--- src/rtl/imem_program_loader.sv ---
// imem_program_loader
// Encodes decoded-style commands (kind/aluop/register fields/immediate) into
// 32-bit MIPS instruction words and writes them sequentially into instruction
// memory, holding the CPU in stall for the whole load session.
// Optional feature: define LOADER_VERIFY_EN to read back and compare every
// written word before moving on to the next address.
module imem_program_loader #(
  parameter int ADDR_W    = 8,
  parameter int BASE_ADDR = 0
) (
  input  logic              clk,
  input  logic              rst,
  input  logic              start,
  input  logic              in_valid,
  output logic              in_ready,
  input  logic [2:0]        kind,
  input  logic [3:0]        aluop,
  input  logic [4:0]        rs,
  input  logic [4:0]        rt,
  input  logic [4:0]        rd,
  input  logic [4:0]        shamt,
  input  logic [15:0]       imm,
  input  logic              last,
  output logic              imem_we,
  output logic [ADDR_W-1:0] imem_addr,
  output logic [31:0]       imem_wdata,
  input  logic [31:0]       imem_rdata,
  output logic              cpu_hold,
  output logic              done,
  output logic              err,
  output logic [ADDR_W:0]   count
);

  // Controller encodings (shared with the instruction controller)
  localparam logic [5:0] OP_R_TYPE = 6'h00;
  localparam logic [5:0] OP_ADDI   = 6'h08;
  localparam logic [5:0] OP_ADDIU  = 6'h09;
  localparam logic [5:0] OP_SLTI   = 6'h0A;
  localparam logic [5:0] OP_ANDI   = 6'h0C;
  localparam logic [5:0] OP_ORI    = 6'h0D;
  localparam logic [5:0] OP_LUI    = 6'h0F;
  localparam logic [5:0] OP_LW     = 6'h23;
  localparam logic [5:0] OP_SB     = 6'h28;
  localparam logic [5:0] OP_SH     = 6'h29;

  localparam logic [5:0] FN_SLL  = 6'h00;
  localparam logic [5:0] FN_SRL  = 6'h02;
  localparam logic [5:0] FN_SRA  = 6'h03;
  localparam logic [5:0] FN_JR   = 6'h08;
  localparam logic [5:0] FN_ADD  = 6'h20;
  localparam logic [5:0] FN_ADDU = 6'h21;
  localparam logic [5:0] FN_SUB  = 6'h22;
  localparam logic [5:0] FN_SUBU = 6'h23;
  localparam logic [5:0] FN_AND  = 6'h24;
  localparam logic [5:0] FN_OR   = 6'h25;
  localparam logic [5:0] FN_NOR  = 6'h27;
  localparam logic [5:0] FN_SLT  = 6'h2A;

  localparam logic [3:0] ALU_ADD  = 4'd0;
  localparam logic [3:0] ALU_ADDU = 4'd1;
  localparam logic [3:0] ALU_SUB  = 4'd2;
  localparam logic [3:0] ALU_SUBU = 4'd3;
  localparam logic [3:0] ALU_AND  = 4'd4;
  localparam logic [3:0] ALU_OR   = 4'd5;
  localparam logic [3:0] ALU_NOR  = 4'd6;
  localparam logic [3:0] ALU_SLL  = 4'd7;
  localparam logic [3:0] ALU_SRL  = 4'd8;
  localparam logic [3:0] ALU_SRA  = 4'd9;
  localparam logic [3:0] ALU_SLT  = 4'd10;

  localparam logic [ADDR_W-1:0] BASE     = ADDR_W'(BASE_ADDR);
  localparam logic [ADDR_W-1:0] ADDR_ONE = {{(ADDR_W-1){1'b0}}, 1'b1};
  localparam logic [ADDR_W:0]   CNT_ONE  = {{ADDR_W{1'b0}}, 1'b1};

  typedef enum logic [2:0] {
    S_IDLE    = 3'd0,
    S_ACCEPT  = 3'd1,
    S_WRITE   = 3'd2,
    S_DONE    = 3'd3
`ifdef LOADER_VERIFY_EN
    ,
    S_VFY_RD  = 3'd4,
    S_VFY_CMP = 3'd5
`endif
  } state_t;

  // Returns {legal, word}; legal=0 means the command must not be written.
  function automatic logic [32:0] encode_cmd(
    input logic [2:0]  k,
    input logic [3:0]  op,
    input logic [4:0]  rs_v,
    input logic [4:0]  rt_v,
    input logic [4:0]  rd_v,
    input logic [4:0]  sh_v,
    input logic [15:0] imm_v
  );
    logic [32:0] res;
    logic [5:0]  fn;
    logic [5:0]  iop;
    logic        is_shift;
    logic        ok;
    res      = 33'd0;
    fn       = 6'd0;
    iop      = 6'd0;
    is_shift = 1'b0;
    ok       = 1'b1;
    case (k)
      3'd0: begin
        case (op)
          ALU_ADD:  fn = FN_ADD;
          ALU_ADDU: fn = FN_ADDU;
          ALU_SUB:  fn = FN_SUB;
          ALU_SUBU: fn = FN_SUBU;
          ALU_AND:  fn = FN_AND;
          ALU_OR:   fn = FN_OR;
          ALU_NOR:  fn = FN_NOR;
          ALU_SLT:  fn = FN_SLT;
          ALU_SLL:  begin fn = FN_SLL; is_shift = 1'b1; end
          ALU_SRL:  begin fn = FN_SRL; is_shift = 1'b1; end
          ALU_SRA:  begin fn = FN_SRA; is_shift = 1'b1; end
          default:  ok = 1'b0;
        endcase
        // Shifts take their operand from rt only; other ALU ops have no shamt
        if (is_shift) begin
          res = {ok, OP_R_TYPE, 5'd0, rt_v, rd_v, sh_v, fn};
        end else begin
          res = {ok, OP_R_TYPE, rs_v, rt_v, rd_v, 5'd0, fn};
        end
      end
      3'd1: begin
        case (op)
          ALU_ADD:  iop = OP_ADDI;
          ALU_ADDU: iop = OP_ADDIU;
          ALU_AND:  iop = OP_ANDI;
          ALU_OR:   iop = OP_ORI;
          ALU_SLT:  iop = OP_SLTI;
          default:  ok  = 1'b0;
        endcase
        res = {ok, iop, rs_v, rt_v, imm_v};
      end
      3'd2:    res = {1'b1, OP_LW, rs_v, rt_v, imm_v};
      3'd3:    res = {1'b1, OP_SB, rs_v, rt_v, imm_v};
      3'd4:    res = {1'b1, OP_SH, rs_v, rt_v, imm_v};
      3'd5:    res = {1'b1, OP_R_TYPE, rs_v, 15'd0, FN_JR};
      3'd6:    res = {1'b1, OP_LUI, 5'd0, rt_v, imm_v};
      default: res = 33'd0;
    endcase
    return res;
  endfunction

  state_t            state_q, state_d;
  logic [ADDR_W-1:0] addr_q, addr_d;
  logic [ADDR_W:0]   count_q, count_d;
  logic              err_q, err_d;
  logic [31:0]       wdata_q, wdata_d;
  logic              last_q, last_d;
  logic              in_ready_q, imem_we_q, cpu_hold_q, done_q;
  logic [32:0]       enc_s;
  state_t            adv_state_s;
  logic              adv_err_s;

  assign enc_s = encode_cmd(kind, aluop, rs, rt, rd, shamt, imm);

`ifndef LOADER_VERIFY_EN
  // Read-back data only matters when verification is built in
  logic unused_rdata_s;
  assign unused_rdata_s = ^imem_rdata;
`endif

  // Next-state and datapath updates for the load session
  always_comb begin
    state_d = state_q;
    addr_d  = addr_q;
    count_d = count_q;
    err_d   = err_q;
    wdata_d = wdata_q;
    last_d  = last_q;
    // Exit after a committed word: stop on last or when the address space is used up
    adv_state_s = (last_q || (&addr_q)) ? S_DONE : S_ACCEPT;
    adv_err_s   = err_q | (~last_q & (&addr_q));
    case (state_q)
      S_IDLE: begin
        if (start) begin
          addr_d  = BASE;
          count_d = '0;
          err_d   = 1'b0;
          state_d = S_ACCEPT;
        end else begin
          state_d = S_IDLE;
        end
      end
      S_ACCEPT: begin
        if (in_valid) begin
          if (enc_s[32]) begin
            wdata_d = enc_s[31:0];
            last_d  = last;
            state_d = S_WRITE;
          end else begin
            err_d   = 1'b1;
            state_d = last ? S_DONE : S_ACCEPT;
          end
        end else begin
          state_d = S_ACCEPT;
        end
      end
`ifdef LOADER_VERIFY_EN
      S_WRITE:  state_d = S_VFY_RD;
      S_VFY_RD: state_d = S_VFY_CMP;
      S_VFY_CMP: begin
        if (imem_rdata != wdata_q) begin
          err_d   = 1'b1;
          state_d = S_DONE;
        end else begin
          addr_d  = addr_q + ADDR_ONE;
          count_d = count_q + CNT_ONE;
          err_d   = adv_err_s;
          state_d = adv_state_s;
        end
      end
`else
      S_WRITE: begin
        addr_d  = addr_q + ADDR_ONE;
        count_d = count_q + CNT_ONE;
        err_d   = adv_err_s;
        state_d = adv_state_s;
      end
`endif
      S_DONE:  state_d = S_IDLE;
      default: state_d = S_IDLE;
    endcase
  end

  // State, datapath and registered output flags
  always_ff @(posedge clk or posedge rst) begin
    if (rst) begin
      state_q    <= S_IDLE;
      addr_q     <= BASE;
      count_q    <= '0;
      err_q      <= 1'b0;
      wdata_q    <= 32'd0;
      last_q     <= 1'b0;
      in_ready_q <= 1'b0;
      imem_we_q  <= 1'b0;
      cpu_hold_q <= 1'b0;
      done_q     <= 1'b0;
    end else begin
      state_q    <= state_d;
      addr_q     <= addr_d;
      count_q    <= count_d;
      err_q      <= err_d;
      wdata_q    <= wdata_d;
      last_q     <= last_d;
      in_ready_q <= (state_d == S_ACCEPT);
      imem_we_q  <= (state_d == S_WRITE);
      cpu_hold_q <= (state_d != S_IDLE);
      done_q     <= (state_d == S_DONE);
    end
  end

  assign in_ready   = in_ready_q;
  assign imem_we    = imem_we_q;
  assign imem_addr  = addr_q;
  assign imem_wdata = wdata_q;
  assign cpu_hold   = cpu_hold_q;
  assign done       = done_q;
  assign err        = err_q;
  assign count      = count_q;

endmodule

--- config.mk ---
export PLATFORM = sky130hd
export DESIGN_NAME = imem_program_loader
export DESIGN_NICKNAME = d
export VERILOG_FILES = /design/src/rtl/imem_program_loader.sv
export SDC_FILE = /design/constraint.sdc
export NUM_CORES = 1
export LEC_CHECK = 0
export ABC_AREA = 1
export BUFFER_PORTS_ARGS = -buffer_cell sky130_fd_sc_hd__buf_2
export CORE_MARGIN = 2
export CORE_UTILIZATION = 47
export DETAILED_ROUTE_END_ITERATION = 10
export GPL_TIMING_DRIVEN = 0
export PLACE_DENSITY = 0.8
export SYNTH_ARGS = -nofsm -noshare
export SYNTH_HDL_FRONTEND = slang
export SYNTH_SLANG_ARGS = --single-unit
--- constraint.sdc ---
create_clock -name clk -period 2.4 [get_ports clk]
set_input_delay 0.48 -clock clk [delete_from_list [all_inputs] [get_ports clk]]
set_output_delay 0.48 -clock clk [all_outputs]
set_load 0.02 [all_outputs]
After elaboration in Yosys (flattened, before gate mapping):

Cells that the tools add are included.

* flip-flop bits (word level): 58
* word-level logic and storage cells: 75

* reductions and logical operators: 14
* muxes and demuxes: 22
* eq/ne operators: 24
* add/subtract/negate cells: 2
* bitwise operators: 3

Operator list (count)
* $pmux 33 s7: 1
* $pmux 6 s10: 1
* $mux 26: 1
* $pmux 4 s5: 1
* $pmux 9 s2: 1
* $eq 4x3->1 const B: 4
* $pmux 8 s2: 1
* $eq 3x2->1 const B: 5
* $eq 4x4->1 const B: 3
* $reduce_or 11->1: 1
* $add 9x1->9 const B: 1
* $eq 3x1->1 const B: 3
* $eq 3x3->1 const B: 3
* $mux 9: 1
* $pmux 3 s3: 1
* $add 8x1->8 const B: 1
* $eq 4x2->1 const B: 2
* $mux 1: 8
* $mux 8: 1
* $reduce_and 8->1: 1
* $logic_not 3->1: 2
* $mux 2: 3
* $ne 2x2->1 const B: 3
* $reduce_bool 3->1: 2
* 14 further kinds: 14

Depth between registers and ports, before layout:

* word-level depth: 10
* mapped depth: 11
* depth with buffers taken out: 11

Worst setup path after synthesis:

OpenSTA, ideal clock, no wires.

* path kind: input to register
* from: input kind[2]
* to: register wdata_q[3] (netlist: imem_wdata[3])
* setup time: 0.116 ns
* buffers on the path: 2
* stages: 10
* path slack: 0.830 ns
* arrival time: 1.454 ns
* cell sequence: buf_2 > inv_2 > nand2_4 > nor2_2 > nand2_1 > nand4_2 > nand2_4 > buf_4 > nand2_1 > nand2_1

* cells in the longest elaborated chain, start to end: 3
* elaborated cells between the ends (all ways): 9
* those cells by class: eq/ne (6); mux (1); reduce/logical (2)

RTL lines
* from (decl): RTL line 16 `input logic [2:0] kind,`
* $eq 3x3->1, or another cell as far along: RTL line 107 `case (k)`
* $pmux 33 s7 (*): RTL line 107
* $reduce_and 3->1 (no source line)
* to (signal assigned): RTL line 251 `wdata_q <= wdata_d;`
* to (decl): RTL line 155 `logic [31:0] wdata_q, wdata_d;`

Every way passes the cells marked *; elsewhere a longest branch is shown, timed or not.
A chain may end at the register's enable or synchronous reset.

Worst setup path after layout:

* from: register state_q[0]
* to: register count_q[7] (netlist: count[7])

* cells in the longest elaborated chain, start to end: 3
* elaborated cells between the ends (all ways): 6
* those cells by class: eq/ne (2); mux (1); reduce/logical (3)

RTL lines
* from (decl): RTL line 151 `state_t state_q, state_d;`
* from (signal assigned): RTL line 247 `state_q <= state_d;`
* $eq 3x2->1 / $logic_not 3->1 (equally long branches): RTL line 181 `case (state_q)`
* $reduce_bool 2->1 (no source line) / $ne 2x2->1 (equally long branches)
* $reduce_and 2->1 (no source line)
* to (signal assigned): RTL line 249 `count_q <= count_d;`
* to (decl): RTL line 153 `logic [ADDR_W:0] count_q, count_d;`

Several ways; a longest one is shown, not always the timed one.

==> impl_metrics.ini <==
[routing]
drc_errors = 0
drt_iter0_drc = 85
post_drt_wl_per_cell_microns = 12.74
drtAntennaViolNets = 0
wl_mm = 7.119
vias = 2797
wl_met3_microns = 425
wl_met1_mm = 3.070
drtPass1Iterations = 4
met2_length_mm = 3.515
highest_layer = met4
vias_per_cell = 5.004

[yosys]
synth_area_sq_um = 2908
syn_avg_cell_area_sq_um = 7.733
ys.warnings.count = 0
syn_inst = 376
yosysMostFrequentCell = nand2_1
ys_ff_latch = 56
yosysUniqueCellTypes = 30
synth_flop_cell = dfrtp_1
synth_common_cells = 137 x nand2_1, 56 x dfrtp_1, 33 x nor2_1
synth_async_sr_flop_share = 1.000
netlist.area_leader.share = 0.4819
synth_top_area_cell = dfrtp_1
synth_edf_count = 0
synth_area_leaders = dfrtp_1 48%, nand2_1 18%, nor2_1 4.3%
ys_seq_area_frac = 0.4819
synthesis.nets = 462

[cts]
root_buffer = clkbuf_8
clk_pin_slew_worst_paths_ns = 0.11
cts_hold_buf = 0
htreeDepth = 2
clockBufferDepth = 2
numCtsBuffers = 5
cts_tree = done
ctsResizeCount = 0
clock-sinks = 56
clkLatencyLatePin_ns = 0.31
cts_setup_buffers = 0

[place]
dpl_cell_area_sq_um = 3517
portBuffers = 99
hpwl_mm = 5.354
place_congestion = 0.8904

[sta]
setup_violations = 0
fin_setup_tns_ns = 0
fin_crit_ns = 1.750
worst_pin_slew_ns = 0.5499
rsz0062_at_grt = no
max-slew-margin-rel = 0.6328
hold_viol = 0
final.setup_skew_ns = 0.004201
fmax_ghz = 0.5715
fin_crit_sh = 0.7291
slew_violations = 0

[hold_path]
min-delay-path-class = in2async

[critical_path]
worst_setup_path_end_kind = register
cp-start-kind = register
critPathMaxFanout = 9
worstPathRequired_ns = 2.65
crit_type = reg2reg
cp_data_arrival_time_ns = 2.00

[final_layout]
fin_nets = 569
n_antenna_cell = 0
area_growth_pct = 25.13
drive_gt1_frac = 0.2810
final_area_sq_um = 3638
post-route-util = 0.6109

[floorplanning]
initial_utilization = 0.4882
core_area_sq_um = 5956
fp.dieW_microns = 82.66
die_h_microns = 82.66
io_pins = 134
fp-row-count = 28
fp.dieArea_sq_um = 6832

[power_and_ir_drop]
p_leak_uw = 0.002042
worst_ir_drop_vdd_uv = 483.7
power_density_nw_per_um2 = 1050

[global_routing]
grt_pass1_wl_mm = 11.50
antenna_found_initial = 0
grt_max_degree = 33
grt_pass1_vias = 2732
track_usage = 0.2202
grt_remaining_overflow = 0

[job]
maxCapViolations = 0

[outcome]
status = finished, final reports clean
-- logic make-up after synthesis --
| kind of cell | synth area share |
|---|---|
| and+or+nand+nor | 0.2853 |
| AOI/OAI and AO/OA | 0.1239 |
| DFF | 0.4819 |
| buffers and inverters | 0.08175 |
| adders and majority gates | 0.02582 |
| other | 0.001290 |
-- cells in the final DEF (no fill, tap or decap) --
master     synthesis  final
nand4_1            2      2
a21oi_1           15     15
inv_2              4      5
nor2_1            33     33
nand2_1          137    137
inv_1             32     31
o21a_1             1      1
o21ai_0           16     16
nor2_2             2      2
dfrtp_1           56     56
a21oi_2            1      1
a22oi_1            6      6
buf_2              4    103
conb_1             1      1
buf_4              2      2
o21ai_1           19     19
a21boi_0           1      1
or2_2              1      1
clkinv_4           0      1
nor3_1             5      5
a31oi_1            2      2
and3_1             1      1
buf_12             0      1
nand4_2            1      1
nor3b_1            3      3
buf_6              6      6
o21ai_2            2      2
nand2_4            2      2
ha_1               6      6
bufinv_16          0      1
nand3_1           13     13
nand2_2            1      1
o21bai_2           1      1
clkbuf_8           0      6
-- power by group --
part	internal, uW	total [uW]	switching [uW]
Sequential	1270	1460	190
Clock	342	664	322
Combinational	576	1690	1120
-- path summary, 6_finish.rpt --
kind / slack, ns / startpoint / cells after the start / endpoint
max reg2reg: 0.65 / state_q[0] / 11 / count[7]
max: 0.65 / state_q[0] / 11 / count[7]
min in group clk: 0.39 / last / 3 / last_q
min reg2reg: 0.49 / imem_wdata[1] / 2 / imem_wdata[1]
max in group asynchronous: 1.63 / rst / 3 / imem_wdata[3]
min: 0.20 / rst / 2 / imem_wdata[14]
-- registers in the layout, indices dropped and copies added, names as in the netlist --
| name | cells |
|---|---|
| last_q | 1 |
| cpu_hold | 1 |
| in_ready | 1 |
| count | 9 |
| imem_we | 1 |
| imem_wdata | 31 |
| imem_addr | 8 |
| err | 1 |
| state_q | 2 |
| done | 1 |
-- per-stage QoR --
step / hold slack (ns) / power (uW) / cells / worst slack [ns]
3_3_place_gp: 0.4591 / 3116 / 550 / -0.1582
5_1_grt: 0.2346 / 4112 / 559 / 0.4222
3_5_place_dp: 0.4622 / 3177 / 551 / 0.4313
2_1_floorplan: 0.5024 / 2603 / 376 / 0.5487
6_report: 0.1991 / 3821 / 559 / 0.6501
4_1_cts: 0.2070 / 3850 / 559 / 0.6729
-- worst max-delay path, stage by stage (launching register included) --
cell     delay (ns)
dfrtp_1        0.41
inv_1          0.09
ha_1           0.14
buf_2          0.19
nand2_1        0.07
nand2_1        0.11
nand3_1        0.13
nor3_1         0.24
nand2_1        0.11
nand2_1        0.07
nand2_1        0.04
nor2_1         0.08
-- metal layers --
| metal | vias to the layer above | global-route usage |
|---|---|---|
| li1 | 1406 | - |
| met1 | 1290 | 0.2608 |
| met2 | 91 | 0.3879 |
| met3 | 10 | 0.05000 |
| met4 | 0 | 0.08361 |
| met5 | - | 0 |
-- final cells by class --
cell class / instances / area (sq um)
clock buffer: 6 / 82.58
inverter: 36 / 135.1
multi-input combinational: 272 / 1269
buffer: 12 / 102.6
timing repair buffer: 100 / 515.5
clock inverter: 2 / 38.79
fill: 546 / 2317
tap: 75 / 93.84
sequential: 56 / 1401
No activity file was read; power rests on OpenSTA's default activity.
